--- src/rtl/vga_pkg.sv ---
// Shared types and constants for the VGA box renderer slice.
// Holds the default raster size, the RGB444 pixel type, the fixed
// colours and the encoding of the four diagonal motion directions.
package vga_pkg;

  localparam int H_RES_DEF = 640;
  localparam int V_RES_DEF = 480;

  typedef logic [11:0] rgb12_t;

  localparam rgb12_t COLOR_BLACK = 12'h000;
  localparam rgb12_t COLOR_WHITE = 12'hFFF;

  // Encoded as {y_neg, x_neg}. A set bit means that axis is moving
  // towards zero, so each axis can flip its own bit independently.
  typedef enum logic [1:0] {
    SE = 2'b00,
    SW = 2'b01,
    NE = 2'b10,
    NW = 2'b11
  } dir_t;

endpackage

--- src/rtl/vga_box_renderer_if.sv ---
// Raster bus between the sync generator and the box renderer.
// master: the side that produces counters/raw sync and consumes pixels.
// slave:  the renderer, which consumes counters and produces pixels.
interface vga_box_renderer_if;

  logic [9:0] hpos;
  logic [9:0] vpos;
  logic       hsync_in;
  logic       vsync_in;
  logic       hsync;
  logic       vsync;
  logic [3:0] red;
  logic [3:0] green;
  logic [3:0] blue;

  modport master (
    output hpos, vpos, hsync_in, vsync_in,
    input  hsync, vsync, red, green, blue
  );

  modport slave (
    input  hpos, vpos, hsync_in, vsync_in,
    output hsync, vsync, red, green, blue
  );

endinterface

--- src/rtl/vga_box_renderer_box_motion.sv ---
// Bouncing-box motion: holds the box top-left corner and the diagonal
// direction. Position only moves on the per-frame tick, and each axis
// reflects off its own wall, so a corner hit flips both axes at once.
module box_motion
  import vga_pkg::*;
#(
  parameter int H_RES    = H_RES_DEF,
  parameter int V_RES    = V_RES_DEF,
  parameter int BOX_SIZE = 32,
  parameter int SPEED    = 2
) (
  input  logic       clk,
  input  logic       rst_n,
  input  logic       tick,
  output logic [9:0] box_x,
  output logic [9:0] box_y
);

  localparam logic [9:0] X_MAX = 10'(H_RES - BOX_SIZE);
  localparam logic [9:0] Y_MAX = 10'(V_RES - BOX_SIZE);
  localparam logic [9:0] X_CTR = 10'((H_RES - BOX_SIZE) / 2);
  localparam logic [9:0] Y_CTR = 10'((V_RES - BOX_SIZE) / 2);
  localparam logic [10:0] SPD  = 11'(SPEED);

  dir_t       state;
  dir_t       state_nxt;
  logic [9:0] x_q;
  logic [9:0] y_q;
  logic [9:0] x_nxt;
  logic [9:0] y_nxt;
  logic [10:0] x_step;
  logic [10:0] y_step;

  // One axis step, returned as {neg_next, pos_next}. Sums are done in
  // 11 bits so pos + SPEED can never wrap before the wall compare.
  function automatic logic [10:0] axis_step(input logic [9:0] pos,
                                            input logic       neg,
                                            input logic [9:0] lim);
    logic [10:0] p;
    logic [10:0] l;
    logic [10:0] r;
    p = {1'b0, pos};
    l = {1'b0, lim};
    if (!neg) begin
      if (p + SPD >= l) r = {1'b1, lim};
      else              r = {1'b0, 10'(p + SPD)};
    end else begin
      if (p <= SPD) r = {1'b0, 10'd0};
      else          r = {1'b1, 10'(p - SPD)};
    end
    return r;
  endfunction

  // Direction and position registers; reset recentres the box heading SE.
  always_ff @(posedge clk or negedge rst_n) begin
    if (!rst_n) begin
      state <= SE;
      x_q   <= X_CTR;
      y_q   <= Y_CTR;
    end else begin
      state <= state_nxt;
      x_q   <= x_nxt;
      y_q   <= y_nxt;
    end
  end

  // Next direction/position: hold between ticks, step both axes on a tick.
  always_comb begin
    state_nxt = state;
    x_nxt     = x_q;
    y_nxt     = y_q;
    x_step    = axis_step(x_q, state[0], X_MAX);
    y_step    = axis_step(y_q, state[1], Y_MAX);
    if (tick) begin
      x_nxt     = x_step[9:0];
      y_nxt     = y_step[9:0];
      state_nxt = dir_t'({y_step[10], x_step[10]});
    end
  end

  assign box_x = x_q;
  assign box_y = y_q;

endmodule

--- src/rtl/vga_box_renderer.sv ---
// Pixel stage behind the VGA sync generator: draws a solid bouncing
// square over a flat background with a fixed 2-cycle latency, and
// delays hsync/vsync by the same amount so they stay aligned with RGB.
// Optional feature: define VGA_BOX_BORDER_EN to paint a one-pixel white
// frame around the active area (border wins over box and background).
module vga_box_renderer
  import vga_pkg::*;
#(
  parameter int     H_RES     = H_RES_DEF,
  parameter int     V_RES     = V_RES_DEF,
  parameter int     BOX_SIZE  = 32,
  parameter int     SPEED     = 2,
  parameter rgb12_t BOX_COLOR = 12'hF80,
  parameter rgb12_t BG_COLOR  = 12'h008
) (
  input logic               clk,
  input logic               rst_n,
  vga_box_renderer_if.slave vga
);

  logic        tick;
  logic [9:0]  box_x;
  logic [9:0]  box_y;
  logic [10:0] h_w;
  logic [10:0] v_w;
  logic [10:0] bx_w;
  logic [10:0] by_w;
  logic        active_w;
  logic        in_box_w;

  logic        active_p1;
  logic        in_box_p1;
  logic        hsync_p1;
  logic        vsync_p1;

  rgb12_t      rgb_p2;
  logic        hsync_p2;
  logic        vsync_p2;

`ifdef VGA_BOX_BORDER_EN
  logic        border_w;
  logic        border_p1;

  function automatic rgb12_t pixel_color(input logic act,
                                         input logic border,
                                         input logic box);
    rgb12_t c;
    if (!act)        c = COLOR_BLACK;
    else if (border) c = COLOR_WHITE;
    else if (box)    c = BOX_COLOR;
    else             c = BG_COLOR;
    return c;
  endfunction
`else
  function automatic rgb12_t pixel_color(input logic act,
                                         input logic box);
    rgb12_t c;
    if (!act)     c = COLOR_BLACK;
    else if (box) c = BOX_COLOR;
    else          c = BG_COLOR;
    return c;
  endfunction
`endif

  // First blanking line, first pixel: a once-per-frame strobe inside vblank,
  // so the box never moves while visible lines are being drawn.
  assign tick = (vga.vpos == 10'(V_RES)) && (vga.hpos == 10'd0);

  box_motion #(
    .H_RES   (H_RES),
    .V_RES   (V_RES),
    .BOX_SIZE(BOX_SIZE),
    .SPEED   (SPEED)
  ) u_motion (
    .clk  (clk),
    .rst_n(rst_n),
    .tick (tick),
    .box_x(box_x),
    .box_y(box_y)
  );

  assign h_w  = {1'b0, vga.hpos};
  assign v_w  = {1'b0, vga.vpos};
  assign bx_w = {1'b0, box_x};
  assign by_w = {1'b0, box_y};

  assign active_w = (h_w < 11'(H_RES)) && (v_w < 11'(V_RES));
  assign in_box_w = (h_w >= bx_w) && (h_w < bx_w + 11'(BOX_SIZE)) &&
                    (v_w >= by_w) && (v_w < by_w + 11'(BOX_SIZE));

`ifdef VGA_BOX_BORDER_EN
  assign border_w = (h_w == 11'd0) || (h_w == 11'(H_RES - 1)) ||
                    (v_w == 11'd0) || (v_w == 11'(V_RES - 1));
`endif

  // ---- stage 1: region classification and raw sync capture ----
  // Register the active/box decisions alongside the sync inputs.
  always_ff @(posedge clk or negedge rst_n) begin
    if (!rst_n) begin
      active_p1 <= 1'b0;
      in_box_p1 <= 1'b0;
      hsync_p1  <= 1'b1;
      vsync_p1  <= 1'b1;
`ifdef VGA_BOX_BORDER_EN
      border_p1 <= 1'b0;
`endif
    end else begin
      active_p1 <= active_w;
      in_box_p1 <= in_box_w;
      hsync_p1  <= vga.hsync_in;
      vsync_p1  <= vga.vsync_in;
`ifdef VGA_BOX_BORDER_EN
      border_p1 <= border_w;
`endif
    end
  end

  // ---- stage 2: colour resolve and aligned sync output ----
  // Turn the stage-1 flags into the final colour; blanking forces black.
  always_ff @(posedge clk or negedge rst_n) begin
    if (!rst_n) begin
      rgb_p2   <= COLOR_BLACK;
      hsync_p2 <= 1'b1;
      vsync_p2 <= 1'b1;
    end else begin
`ifdef VGA_BOX_BORDER_EN
      rgb_p2   <= pixel_color(active_p1, border_p1, in_box_p1);
`else
      rgb_p2   <= pixel_color(active_p1, in_box_p1);
`endif
      hsync_p2 <= hsync_p1;
      vsync_p2 <= vsync_p1;
    end
  end

  assign vga.red   = rgb_p2[11:8];
  assign vga.green = rgb_p2[7:4];
  assign vga.blue  = rgb_p2[3:0];
  assign vga.hsync = hsync_p2;
  assign vga.vsync = vsync_p2;

endmodule

--- src/flat_wrapper.sv ---
// flat-port wrapper written by rule: the top's interface ports become plain ports
module vga_box_renderer_flat import vga_pkg::*;
#(
  parameter int     H_RES     = H_RES_DEF,
  parameter int     V_RES     = V_RES_DEF,
  parameter int     BOX_SIZE  = 32,
  parameter int     SPEED     = 2,
  parameter rgb12_t BOX_COLOR = 12'hF80,
  parameter rgb12_t BG_COLOR  = 12'h008
)
  (clk, rst_n, vga_hpos, vga_vpos, vga_hsync_in, vga_vsync_in, vga_hsync, vga_vsync, vga_red, vga_green, vga_blue);
  vga_box_renderer_if vga_i ();
  input logic clk;
  input logic rst_n;
  input wire logic [$bits(vga_i.hpos)-1:0] vga_hpos;
  input wire logic [$bits(vga_i.vpos)-1:0] vga_vpos;
  input wire logic [$bits(vga_i.hsync_in)-1:0] vga_hsync_in;
  input wire logic [$bits(vga_i.vsync_in)-1:0] vga_vsync_in;
  output wire logic [$bits(vga_i.hsync)-1:0] vga_hsync;
  output wire logic [$bits(vga_i.vsync)-1:0] vga_vsync;
  output wire logic [$bits(vga_i.red)-1:0] vga_red;
  output wire logic [$bits(vga_i.green)-1:0] vga_green;
  output wire logic [$bits(vga_i.blue)-1:0] vga_blue;
  assign vga_i.hpos = vga_hpos;
  assign vga_i.vpos = vga_vpos;
  assign vga_i.hsync_in = vga_hsync_in;
  assign vga_i.vsync_in = vga_vsync_in;
  assign vga_hsync = vga_i.hsync;
  assign vga_vsync = vga_i.vsync;
  assign vga_red = vga_i.red;
  assign vga_green = vga_i.green;
  assign vga_blue = vga_i.blue;
  vga_box_renderer #(.H_RES(H_RES), .V_RES(V_RES), .BOX_SIZE(BOX_SIZE), .SPEED(SPEED), .BOX_COLOR(BOX_COLOR), .BG_COLOR(BG_COLOR)) u_core (.clk(clk), .rst_n(rst_n), .vga(vga_i));
endmodule
--- config.mk ---
export PLATFORM = sky130hd
export DESIGN_NAME = vga_box_renderer_flat
export DESIGN_NICKNAME = d
export VERILOG_FILES = /design/src/rtl/vga_pkg.sv /design/src/rtl/vga_box_renderer_if.sv /design/src/rtl/vga_box_renderer_box_motion.sv /design/src/rtl/vga_box_renderer.sv /design/src/flat_wrapper.sv
export SDC_FILE = /design/constraint.sdc
export NUM_CORES = 1
export LEC_CHECK = 0
export BUFFER_PORTS_ARGS = -buffer_cell sky130_fd_sc_hd__buf_2
export CAP_MARGIN = 20
export CORE_MARGIN = 1
export CORE_UTILIZATION = 45
export CTS_CLUSTER_DIAMETER = 150
export DETAILED_ROUTE_END_ITERATION = 8
export PLACE_DENSITY = 0.75
export SYNTH_ARGS = -nofsm -noshare
export SYNTH_HDL_FRONTEND = slang
export SYNTH_HIERARCHICAL = 1
export SYNTH_SLANG_ARGS = --single-unit
--- constraint.sdc ---
create_clock -name clk -period 4.5 [get_ports clk]
set_input_delay 0.9 -clock clk [delete_from_list [all_inputs] [get_ports clk]]
set_output_delay 0.9 -clock clk [all_outputs]
set_load 0.05 [all_outputs]
==> flow_summary.toml, run 1 <==
[run_status]
status = "finished with violations"
failed_checks = "design-rule violations"

[sta]
period_needed_ns = 3.089
drv_slew = 0
final.setup.worst_slack_ns = 1.411
setup_tns_ns = 0
fmax_ghz = 0.3237
finalHoldViolations = 0
worst_slew_pin_slew_ns = 0.6657
rsz0062_at_grt = "no"
relSlewSlack_pct = 55.62
min_period_over_period_pct = 68.65
skew_ns = 0.01183
finalSetupViolCount = 0

[finish]
nets = 461
num_antenna_cells = 0
final.fill_count = 595
drive_gt1_share_pct = 13.82
area_growth_syn_to_layout_pct = 5.892

[floorplanning]
fp.dieH_um = 84.15
pin_count = 38
dieArea_um2 = 7080
std_cell_rows = 29
coreArea_um2 = 6422
start_util_pct = 47.28
fp.dieW_um = 84.15

[clock_network]
htreeDepth = 1
clockBufferDepth = 2
cts_setup_buffers = 0
ctsHoldBuffers = 0
cts_sinks = 28
cts_tree = "built"
cts-resized-gates = 0
cts-root-buf = "clkbuf_8"
clkLatencyLatePin_ns = 0.29
clk_pin_slew_ns = 0.11
cts_inserted_buffers = 3

[route]
routed_wl_um = 7252
num_vias = 2952
viasPerCell = 6.215
final_antenna_net_count = 0
firstDrtPassIters = 7
drc = 13
avgRoutedWirePerCell_um = 15.27
drt_iter0_drc = 359

[logic_synthesis]
synth_top_area_share_pct = 15.66
ys_types = 64
synthMuxAreaShare_pct = 1.030
yosys_register_bits = 28
syn_inst = 389
synth-simple-area-share_pct = 23.44
synth_area_um2 = 3037
yosysTopAreaCell = "ha_1"
synthTopCellsByArea = "ha_1, dfrtp_1, dfstp_2"
synth-adder-area-share_pct = 15.66
synth_edf_count = 0
yosysMostFrequentCell = "ha_1"
synth-compound-area-share_pct = 24.27
yosys_warnings = 6
synth_top_family_by_area = "compound AO/OA/AOI/OAI gates"
syn-mean-instance-area_um2 = 7.806
yosys_most_used_dff = "dfrtp_1"
seq_area_frac_synth_pct = 23.49
synth_common_cells = "ha_1, inv_1, nand2_1"
synth_xor_area_share_pct = 2.307
async_reset_ff_share_pct = 100.0

[min_path]
min_path_type = "reg -> reg"
hp-start = "u_core/hsync_p1"
holdPathStages = 0
holdPathEnd = "u_core/vga.hsync"

[pwr]
p_sw_share_pct = 24.95
p_clk_share_pct = 38.1
internal_power_mw = 0.4010
ir_worst_vdd_mv = 0.1470
switching_power_mw = 0.1333
pwr_density_cell_nw_per_um2 = 166.1
combPwrFrac_pct = 13.7
leakagePower_nw = 1.431
p_seq_share_pct = 48.2

[critical_path]
required_ns = 4.70
rr_worst_depth = 7
reg2reg_to = "u_core/u_motion/box_y[4]"
critical_path_class = "in -> reg"
worst-r2r-setup-slack_ns = 1.93
startpoint_type = "primary input"
crit_arrival_ns = 3.29
r2r-start = "u_core/u_motion/box_y[1]"
path_max_fanout = 29
end_kind = "flop"

[placed_design]
pre_cts_ws_ns = 1.197
dp_hpwl_um = 5304
portBuffers = 31
place_congestion = 0.8876

[global_route]
gr-total-overflow = 0
grt_max_degree = 30
antenna_found_initial = 0
grt_use_total_pct = 20.58
grt_pass1_vias = 2596
grt_pass1_wl_um = 11990

[run]
drv_cap = 0
-- worst max path at each step --
| stage | start | end | slack (ns) |
|---|---|---|---|
| floorplan | vga_vpos[0] | u_core/u_motion/box_x[2] | 1.82 |
| global placement | vga_hpos[2] | u_core/u_motion/box_y[5] | 1.22 |
| detailed placement | vga_vpos[0] | u_core/u_motion/box_y[5] | 1.20 |
| CTS | vga_vpos[0] | u_core/u_motion/box_y[5] | 1.47 |
| global route | vga_vpos[0] | u_core/u_motion/box_y[5] | 1.24 |
| finish | vga_vpos[0] | u_core/u_motion/box_y[5] | 1.41 |
-- critical path: stages --
cell      delay (ns)
buf_2           0.11
or4_1           0.50
nor4_1          0.16
and4_1          0.23
buf_4           0.29
clkinv_1        0.47
a21oi_1         0.33
nor2b_1         0.07
a31oi_1         0.14
o31ai_1         0.09
-- final cells by class --
type,instances,area [µm²],area share [%]
Inverter,31,116.4,3.619
Multi-Input combinational cell,303,2056,63.93
Clock inverter,1,30.03,0.9339
Timing Repair Buffer,32,162.7,5.058
Tap cell,77,96.34,2.996
Sequential cell,28,713.2,22.18
Clock buffer,3,41.29,1.284
-- flip-flops by register name, indices dropped and copies added (netlist names) --
register and flops:
u_core/vga.vsync 1, u_core/in_box_p1 1, u_core/vga.hsync 1, u_core/u_motion/state 2, u_core/hsync_p1 1, u_core/active_p1 1, u_core/u_motion/box_y 9, u_core/rgb_p2 2
u_core/vsync_p1 1, u_core/u_motion/box_x 9
-- cell families (layout without fill, tap and decap cells) --
| kind of cell | after synthesis | after routing |
|---|---|---|
| AND/OR/NAND/NOR | 137 | 137 |
| multiplexers | 3 | 3 |
| other | 2 | 8 |
| flip-flops | 28 | 28 |
| XOR/XNOR | 8 | 8 |
| adder cells (fa/ha/maj) | 38 | 38 |
| buffers and inverters | 64 | 67 |
| AO/OA/AOI/OAI | 109 | 109 |
-- metrics by stage --
stage | hold slack, ns | area, µm² | util, % | cells | power, mW
4_1_cts | 0.3647 | 3216 | 50.07 | 475 | 0.5370
6_report | 0.3628 | 3216 | 50.07 | 475 | 0.5342
3_5_place_dp | 0.3488 | 3144 | 48.96 | 471 | 0.3346
3_3_place_gp | 0.3470 | 3144 | 48.96 | 471 | 0.3332
5_1_grt | 0.3660 | 3216 | 50.07 | 475 | 0.5558
2_1_floorplan | 0.3452 | 3059 | - | 395 | 0.3117
-- power by group through the flow --
stage | clock (mW) | combinational [mW] | sequential [mW]
floorplan | 0 | 0.0438 | 0.268
global placement | 0 | 0.0713 | 0.262
detailed placement | 0 | 0.0728 | 0.262
CTS | 0.206 | 0.0732 | 0.257
global route | 0.216 | 0.0815 | 0.258
finish | 0.204 | 0.0731 | 0.257
-- placed cells by master (no fill, tap or decap), types with 4 or more instances in the layout --
cell type  count
ha_1          38
buf_2         31
inv_1         30
nand2_1       29
a21oi_1       28
nor2_1        27
nand3_1       21
o21ai_0       19
dfrtp_1       18
nor3_1        10
dfstp_2       10
nand4_1        9
xnor2_1        8
a31oi_1        8
conb_1         8
nor4_1         7
nor2b_1        6
o21ai_1        6
o31ai_1        6
a22oi_1        5
nand2b_1       4
or3_1          4
-- per-layer routing --
| layer | global-route usage [%] | routed length, µm |
|---|---|---|
| met5 | 0 | 0 |
| met4 | 5.799 | 109 |
| met3 | 3.343 | 461 |
| met2 | 33.46 | 3366 |
| met1 | 28.33 | 3315 |
(Power assumes the default switching activity.)
==> run 2, diff against run 1 <==
--- a/config.mk
+++ b/config.mk
@@ -5,13 +5,14 @@
 export SDC_FILE = /design/constraint.sdc
 export NUM_CORES = 1
 export LEC_CHECK = 0
+export ABC_AREA = 1
 export BUFFER_PORTS_ARGS = -buffer_cell sky130_fd_sc_hd__buf_2
 export CAP_MARGIN = 20
 export CORE_MARGIN = 1
 export CORE_UTILIZATION = 45
 export CTS_CLUSTER_DIAMETER = 150
 export DETAILED_ROUTE_END_ITERATION = 8
-export PLACE_DENSITY = 0.75
+export PLACE_DENSITY = 0.77
 export SYNTH_ARGS = -nofsm -noshare
 export SYNTH_HDL_FRONTEND = slang
 export SYNTH_HIERARCHICAL = 1
==> constraint.sdc (replaced) <==
create_clock -name clk -period 2.5 [get_ports clk]
set_input_delay 0.5 -clock clk [delete_from_list [all_inputs] [get_ports clk]]
set_output_delay 0.5 -clock clk [all_outputs]
set_load 0.05 [all_outputs]
==> run 2 against run 1 <==
Effect of this change:
- critical endpoint is now u_core/in_box_p1
- total power increased by 62%
- register-to-register slack worse by 1.5 ns
- design area up 11%
- first-iteration DRC count is 40% lower
- the run now ends clean
- cell count rose by 30%
- flip-flop and latch count is the same
- worst hold slack lost 0.13 ns
- synthesized cell count rose by 28%
- combinational power increased by 100%
- clock skew shrank 0.0060 ns
==> flow_summary.toml, run 2 <==
[critical_path]
path_max_fanout = 12
max_stage_delay_ns = 0.70
critical_path.top_delay_family = "flip-flops"
startpoint_type = "flop"
path_cells = "ha_1 -> nand3_1 -> xor2_1 -> ha_1 -> nand3_1 -> a21oi_1 -> nand2_1 -> nand3_1 -> nor2_2"
cpMaxStageDelayCell = "dfstp_2"
end_kind = "flop"
rr_worst_depth = 9
crit_buf_inv = 0
critical_path_class = "reg -> reg"
r2r-start = "u_core/u_motion/box_y[6]"
reg2reg_to = "u_core/in_box_p1"
crit_arrival_ns = 2.20
crit_top_cell = "nand3_1"
worst-r2r-setup-slack_ns = 0.47
required_ns = 2.68

[logic_synthesis]
async_reset_ff_share_pct = 100.0
seq_area_frac_synth_pct = 21.36
yosys_warnings = 6
synth_common_cells = "nand2_1, inv_1, nor2_1"
syn_inst = 498
ys_types = 40
syn-mean-instance-area_um2 = 6.706
synth_edf_count = 0
synthTopCellsByArea = "ha_1, dfrtp_1, nand2_1"
yosys_register_bits = 28
yosys_most_used_dff = "dfrtp_1"
yosysMostFrequentCell = "nand2_1"
synth_area_um2 = 3339
yosysTopAreaCell = "ha_1"
synth_top_area_share_pct = 14.24

[sta]
drv_slew = 0
period_needed_ns = 2.025
skew_ns = 0.005852
worst_slew_pin_slew_ns = 0.6327
fmax_ghz = 0.4938
finalSetupViolCount = 0
final.setup.worst_slack_ns = 0.4749
rsz0062_at_grt = "no"
finalHoldViolations = 0
relSlewSlack_pct = 57.82
min_period_over_period_pct = 81.00
setup_tns_ns = 0

[finish]
num_antenna_cells = 0
final_common_cell = "nand2_1"
nets = 583
mostFrequentLayoutCells = "nand2_1, inv_1, nor2_1"
drive_gt1_share_pct = 18.27
area_growth_syn_to_layout_pct = 6.557

[clock_network]
cts_tree = "built"
cts-root-buf = "clkbuf_8"
clockBufferDepth = 2
htreeDepth = 1
ctsHoldBuffers = 0
cts_setup_buffers = 0
clkLatencyLatePin_ns = 0.28
cts_inserted_buffers = 3
cts-resized-gates = 0
cts_sinks = 28
clk_pin_slew_ns = 0.10

[pwr]
ir_worst_vdd_mv = 0.1746
total_power_mw = 0.8646
pwr_density_cell_nw_per_um2 = 243.0
leakagePower_nw = 1.896

[route]
num_vias = 3094
viasPerCell = 4.998
drt_iter0_drc = 216
drc = 0
final_antenna_net_count = 0
firstDrtPassIters = 5
avgRoutedWirePerCell_um = 11.70
routed_wl_um = 7244

[placed_design]
portBuffers = 31
pre_cts_ws_ns = 0.2974
place_congestion = 0.8732
dp_hpwl_um = 5826

[min_path]
min_path_type = "in -> async"

[run]
drv_cap = 0

[floorplanning]
start_util_pct = 46.29
fp.dieW_um = 88.15
dieArea_um2 = 7770
std_cell_rows = 31
fp.dieH_um = 88.15
pin_count = 38
coreArea_um2 = 7214

[global_route]
met3_usage_pct = 2.451
gr-total-overflow = 0
met2_usage_pct = 33.76
antenna_found_initial = 0
grt_pass1_vias = 2682
grt_pass1_wl_um = 11720
use_met1_pct = 24.32
grt_use_total_pct = 19.06
grt.busiest_layer = "met2"
grt_max_degree = 29

[run_status]
status = "finished, final reports clean"
## run 2: changes by cell type after synthesis, moves of 7 or more
cell,delta
a31oi_1,-8
nand2_1,+86
nand2_2,+11
inv_1,+44
nand3_1,+16
clkbuf_1,-14
nor2_1,+26
xor2_1,+9
nand3_2,+7
## run 2: worst max path at each step
stage	start	to	slack, ns	cells past startpoint
3_5_place_dp	vga_hpos[1]	u_core/u_motion/box_y[4]	0.30	8
5_1_grt	u_core/u_motion/box_x[6]	u_core/in_box_p1	0.34	11
3_3_place_gp	vga_vpos[1]	u_core/u_motion/box_y[9]	0.38	8
2_1_floorplan	vga_hpos[7]	u_core/u_motion/box_y[2]	0.54	9
4_1_cts	u_core/u_motion/box_y[6]	u_core/in_box_p1	0.51	9
6_report	u_core/u_motion/box_y[6]	u_core/in_box_p1	0.47	9
## run 2: where the power goes
part           switching (mW)  internal, mW
sequential            0.00203         0.462
combinational          0.0983        0.0483
clock                   0.140         0.114
## run 2: final cells by class
| type | instances | area (µm²) |
|---|---|---|
| sequential | 28 | 713.2 |
| multi-input combinational | 375 | 2202 |
| inverter | 79 | 296.5 |
| tap | 99 | 123.9 |
| fill | 708 | 3656 |
| timing repair buffer | 34 | 177.7 |
| clock buffer | 4 | 45.04 |
## run 2: cells by family after synthesis
kind of cell    Yosys count  synth area share, %
other cells               2               0.2249
buf+inv                 101                13.38
fa+ha+maj                38                14.24
compound gates           58                10.83
flops                    28                21.36
xor+xnor                 12                3.148
simple gates            259                36.83
## run 2: metrics by stage
step	hold WS [ns]	instances	util [%]	area, µm²
3_3_place_gp	0.3459	615	48.70	3513
3_5_place_dp	0.3473	615	48.70	3513
4_1_cts	0.2572	619	49.32	3558
6_report	0.2360	619	49.32	3558
2_1_floorplan	0.2044	504	-	3362
5_1_grt	0.2870	619	49.32	3558
## run 2: layer usage
metal / vias to the layer above / routed length, µm
li1: 1610 / -
met1: 1370 / 3245
met2: 97 / 3533
met3: 17 / 301
met4: 0 / 162
met5: - / 0
## run 2: worst register-to-register path, stage by stage, from the launching register on
cell and delay, ns:
dfstp_2 0.70, ha_1 0.24, nand3_1 0.10, xor2_1 0.16, ha_1 0.30, nand3_1 0.08, a21oi_1 0.13, nand2_1 0.07
nand3_1 0.10, nor2_2 0.04
